$ cat config.mk
export PLATFORM = sky130hd
export DESIGN_NAME = arbitro_estacoes
export DESIGN_NICKNAME = d
export VERILOG_FILES = /design/src/rtl/arbitro_estacoes.sv
export SDC_FILE = /design/constraint.sdc
export NUM_CORES = 1
export LEC_CHECK = 0
export ABC_AREA = 1
export CAP_MARGIN = 20
export CORE_MARGIN = 4
export CORE_UTILIZATION = 58
export DETAILED_ROUTE_END_ITERATION = 8
export PLACE_DENSITY = 0.8
export SYNTH_ARGS = -nofsm -noshare
export SYNTH_HDL_FRONTEND = slang
export SYNTH_SLANG_ARGS = --single-unit
$ cat constraint.sdc
create_clock -name clk -period 6.45 [get_ports clk]
set_clock_uncertainty 0.1 [all_clocks]
set_input_delay 1.935 -clock clk [delete_from_list [all_inputs] [get_ports clk]]
set_output_delay 1.935 -clock clk [all_outputs]
set_load 0.005 [all_outputs]
$ cat src/rtl/arbitro_estacoes.sv
// Two-station resource arbiter: priority profiles, round-robin tie break,
// grant timeout with per-station blocking, preemption and a one-cycle pause between grants.
module arbitro_estacoes #(
  parameter int TEMPO_MAX = 50
) (
  input  logic       clk,
  input  logic       rst,
  input  logic       req0,
  input  logic       req1,
  input  logic [1:0] perfil0,
  input  logic [1:0] perfil1,
  input  logic       libera0,
  input  logic       libera1,
  output logic       grant0,
  output logic       grant1,
  output logic       expirou,
  output logic       LEDRGB_red,
  output logic       LEDRGB_green,
  output logic       LEDRGB_blue
);

  localparam logic [1:0]  LIVRE  = 2'd0;
  localparam logic [1:0]  CONC0  = 2'd1;
  localparam logic [1:0]  CONC1  = 2'd2;
  localparam logic [1:0]  PAUSA  = 2'd3;
  localparam logic [15:0] LIMITE = 16'(TEMPO_MAX - 1);

  logic [1:0]  estado_r;
  logic [1:0]  estado_s;
  logic [15:0] contador_r;
  logic [1:0]  perfil_ativo_r;
  logic        ultimo_r;
  logic        bloqueio0_r;
  logic        bloqueio1_r;
  logic        eleg0_s;
  logic        eleg1_s;
  logic        vence1_s;
  logic        libera_s;
  logic        timeout_s;
  logic        preempt_s;
  logic        expira_s;
  logic        bloq0_s;
  logic        bloq1_s;

  assign eleg0_s = req0 & ~bloqueio0_r;
  assign eleg1_s = req1 & ~bloqueio1_r;

  // Next-state decision: arbitration in LIVRE, exit conditions in CONCi
  always_comb begin
    estado_s  = estado_r;
    vence1_s  = 1'b0;
    libera_s  = 1'b0;
    timeout_s = 1'b0;
    preempt_s = 1'b0;
    // On a tie the station not served last wins (ultimo=0 means IE01 was last)
    if (perfil1 > perfil0) begin
      vence1_s = 1'b1;
    end else if (perfil1 == perfil0) begin
      vence1_s = ~ultimo_r;
    end else begin
      vence1_s = 1'b0;
    end
    case (estado_r)
      LIVRE: begin
        if (eleg0_s & eleg1_s) begin
          estado_s = vence1_s ? CONC1 : CONC0;
        end else if (eleg0_s) begin
          estado_s = CONC0;
        end else if (eleg1_s) begin
          estado_s = CONC1;
        end else begin
          estado_s = LIVRE;
        end
      end
      CONC0: begin
        libera_s  = libera0 | ~req0;
        timeout_s = (contador_r == LIMITE);
        preempt_s = eleg1_s & (perfil1 > perfil_ativo_r);
        estado_s  = (libera_s | timeout_s | preempt_s) ? PAUSA : CONC0;
      end
      CONC1: begin
        libera_s  = libera1 | ~req1;
        timeout_s = (contador_r == LIMITE);
        preempt_s = eleg0_s & (perfil0 > perfil_ativo_r);
        estado_s  = (libera_s | timeout_s | preempt_s) ? PAUSA : CONC1;
      end
      PAUSA: begin
        estado_s = LIVRE;
      end
      default: begin
        estado_s = LIVRE;
      end
    endcase
  end

  // Release outranks timeout, so a release in the last cycle never blocks
  always_comb begin
    expira_s = timeout_s & ~libera_s;
    if (!req0) begin
      bloq0_s = 1'b0;
    end else if (expira_s && (estado_r == CONC0)) begin
      bloq0_s = 1'b1;
    end else begin
      bloq0_s = bloqueio0_r;
    end
    if (!req1) begin
      bloq1_s = 1'b0;
    end else if (expira_s && (estado_r == CONC1)) begin
      bloq1_s = 1'b1;
    end else begin
      bloq1_s = bloqueio1_r;
    end
  end

  // State, grant bookkeeping and registered outputs
  always_ff @(posedge clk) begin
    if (rst) begin
      estado_r       <= LIVRE;
      contador_r     <= 16'd0;
      perfil_ativo_r <= 2'd0;
      ultimo_r       <= 1'b1;
      bloqueio0_r    <= 1'b0;
      bloqueio1_r    <= 1'b0;
      grant0         <= 1'b0;
      grant1         <= 1'b0;
      expirou        <= 1'b0;
      LEDRGB_red     <= 1'b0;
      LEDRGB_green   <= 1'b0;
      LEDRGB_blue    <= 1'b1;
    end else begin
      estado_r    <= estado_s;
      bloqueio0_r <= bloq0_s;
      bloqueio1_r <= bloq1_s;
      if (estado_r == LIVRE) begin
        contador_r <= 16'd0;
      end else if (((estado_r == CONC0) || (estado_r == CONC1)) && (contador_r != 16'hFFFF)) begin
        contador_r <= contador_r + 16'd1;
      end else begin
        contador_r <= contador_r;
      end
      if ((estado_r == LIVRE) && (estado_s == CONC0)) begin
        perfil_ativo_r <= perfil0;
        ultimo_r       <= 1'b0;
      end else if ((estado_r == LIVRE) && (estado_s == CONC1)) begin
        perfil_ativo_r <= perfil1;
        ultimo_r       <= 1'b1;
      end else begin
        perfil_ativo_r <= perfil_ativo_r;
        ultimo_r       <= ultimo_r;
      end
      grant0       <= (estado_s == CONC0);
      grant1       <= (estado_s == CONC1);
      expirou      <= expira_s;
      LEDRGB_red   <= bloq0_s | bloq1_s;
      LEDRGB_green <= (estado_s == CONC0) || (estado_s == CONC1);
      LEDRGB_blue  <= (estado_s == LIVRE);
    end
  end

endmodule

==> summary.md <==
| Metric | Value |
|---|---|
| Status | `complete, no violations` |
| Hold buffer count at cts | `0` |
| Diodes inserted | `0` |
| Max_slew headroom | `about 37%` |
| Clock Path Buffers | `2` |
| Pin count of the biggest net entering global routing | `16` |
| Setup violations, final | `0` |
| Worst setup path startpoint | `perfil0[1]` |
| Setup repair bufs after CTS | `0` |
| Height of the die | `between 60 and 70 um` |
| Int Pwr | `around 0.00036 W` |
| Avg Synthesized Cell Area | `around 6.8 sq um` |
| Crit. End Element | `flip-flop` |
| Initial DRT Pass Iterations | `4` |
| # IOs | `16` |
| Clock Tree Root | `clkbuf_4` |
| Final routed DRC violation total | `0` |
| Routed vias | `about 1.6k` |
| Switching Share | `between 30% and 40%` |
| Crit path DAT | `about 4100 ps` |
| Max Cap Violations | `0` |
| Clock sinks | `29` |
| Die area | `~4000 sq um` |
| Initial Utilization | `roughly 62%` |
| 1st-iter DRT viols | `83` |
| LEAKAGE | `around 0.9 nW` |
| CP startpoint kind | `input port` |
| Vias in the first global route | `between 1k and 1.5k` |
| Final #Nets | `approximately 300` |
| Final setup TNS | `0 ps` |
| Pwr/cell area | `273 nW/um^2` |
| Most frequent cells in the layout | `nand2_1 (66), inv_1 (44), dfxtp_1 (29), nor2_1 (29)` |
| Setup CP Type | `input port to flip-flop` |
| Commonest non-fill, non-tap cell in the layout | `nand2_1` |
| Slew Limit Fails | `0` |
| P_sw | `approximately 0.00019 W` |
| Final WS setup | `2430 ps` |
| Worst hold margin | `395 ps` |
| Final wirelength | `3350 um` |
| Total Power | `0.000545 W` |
| Syn Std Cell Area | `1750 sq um` |
| Comb pwr share | `between 30% and 40%` |
| CP max FO | `4` |
| CTS clk-pin slew, worst paths | `about 90 ps` |
| Post-synth net total | `283` |
| First-pass GRT wire length | `around 6400 um` |
| Total CTS buffers | `5` |
| Vias/cell | `about 5.1` |
| GRT Util Overall | `about a fifth` |
| Final period util | `62.3%` |
| Post-CTS Resized | `0` |
| TritonCTS clock tree | `built` |
| Fin cells | `between 300 and 400` |
| Clk Latency, worst-skew pair | `about 330 ps` |
| Hold Vio Cnt, Final | `0` |
| Required time of the worst setup path | `6570 ps` |
| DP Wirelength | `about 2600 um` |
| Placed cells | `300` |
| Gate Count Post-Synth | `roughly 260` |
| Die Wd | `63.0 um` |
| Routed len/inst | `between 10 and 15 um` |
| Peak supply drop | `around 0.00020 V` |
| H-tree levels | `2` |
| Row cnt | `19` |
| Peak Freq | `between 200 and 250 MHz` |
| Area growth from synthesis to layout | `13.7%` |
| Post-route ant nets | `0` |
| Min-delay src | `ultimo_r` |
| Grt total ovfl | `0` |
| Routability-driven placement congestion ratio | `between 0.8 and 0.9` |
| Yosys reg bits | `29` |
| Pre-CTS setup slack | `2090 ps` |
| Fillcell total | `around 260` |
| Unique masters post-synth | `26` |
| Initial antenna violation count | `0` |
| Layout cell share with drive strength beyond 1 | `under 10%` |
| Flop pwr share | `a little under two fifths` |
| Clk network pwr share | `between 20 and 30%` |
| Port buffer count | `15` |
| RSZ-0062 raised after global routing | `no` |
| Sequential share of the synthesized area | `between 30% and 40%` |
| Worst r2r src | `perfil_ativo_r[1]` |
| Core Region | `2830 sq um` |
| Min-delay worst type | `flip-flop to flip-flop` |
| Syn. warnings | `0` |
| Min cycle time layout | `4020 ps` |
| Slew @ Worst Pin | `about 950 ps` |
==> cell usage after synthesis, drive strengths merged <==
library cell  number  area, sq um
nor3              13         76.3
nand2             71          279
o21bai             1         7.51
o211ai             1         7.51
clkbuf             1         3.75
dfxtp             29          581
o21ai             14         70.1
o31ai              1         7.51
buf                3         30.0
a21oi             11         58.8
nor2              32          138
xnor2              1         8.76
xor2               1         8.76
inv               44          165
or2                1         6.26
a31oi              3         18.8
nand3             16          100
ha                15          188
==> final timing paths <==
kind	end	slack [ps]	cells after the start
worst min-delay path	ultimo_r	390	2
worst min register to register	ultimo_r	390	2
worst max register to register	perfil_ativo_r[0]	4320	14
worst max-delay path	perfil_ativo_r[0]	2430	14
==> power by group through the flow <==
stage | Clock [W] | Combinational [W] | Sequential (W)
6_report | 0.000154 | 0.000182 | 0.000209
5_1_grt | 0.000168 | 0.000213 | 0.000211
4_1_cts | 0.000159 | 0.000183 | 0.000209
3_5_place_dp | 0 | 0.000180 | 0.000213
3_3_place_gp | 0 | 0.000176 | 0.000213
2_1_floorplan | 0 | 0.000143 | 0.000211
==> flip-flops by register name, indices dropped and copies added, names as in the netlist <==
register and count:
contador_r 16, estado_r 2, LEDRGB_green 1, expirou 1, LEDRGB_blue 1, grant1 1, bloqueio1_r 1, perfil_ativo_r 2
LEDRGB_red 1, bloqueio0_r 1, ultimo_r 1, grant0 1
==> metal layers <==
metal,global-route usage (%),vias to the layer above,share of wire [%]
met5,0,-,0
met3,5.58,8,6.0
met4,7.44,0,1.8
met2,29.5,39,41
met1,27.6,689,51
li1,-,843,-
==> critical path, cell delays in order <==
cell and delay (ps):
clkdlybuf4s50_1 520, inv_1 60, ha_1 320, nand2_1 70
o21ai_0 70, o211ai_1 240, nand2_1 110, nand2_1 130
inv_1 70, ha_1 210, nand2_1 80, nand2_1 90
o21ai_0 170, a21oi_1 50
==> stage by stage <==
stage	area (sq um)	util, %
2_1_floorplan	1750	-
3_3_place_gp	1910	67.5
3_5_place_dp	1910	67.5
4_1_cts	1990	70.5
5_1_grt	1990	70.5
6_report	1990	70.5
==> layout make-up <==
type | instances | area, sq um | share of cell area, %
multi-input combinational | 181 | 975 | 48.9
sequential | 29 | 581 | 29.1
inverter | 44 | 165 | 8.28
timing repair buffer | 15 | 150 | 7.53
clock buffer | 7 | 55.1 | 2.76
tap | 31 | 38.8 | 1.94
clock inverter | 1 | 30.0 | 1.51
==> kinds of logic (layout without fill, tap and decap cells) <==
family / after synthesis / in the layout / synth area share, %
AOI/OAI and AO/OA: 31 / 31 / 9.70
xor gates and xnor gates: 2 / 2 / 0.999
DFF: 29 / 29 / 33.1
and+or+nand+nor: 133 / 133 / 34.2
adders and majority gates: 15 / 15 / 10.7
buffers and inverters: 48 / 67 / 11.3
(Power assumes the default switching activity.)
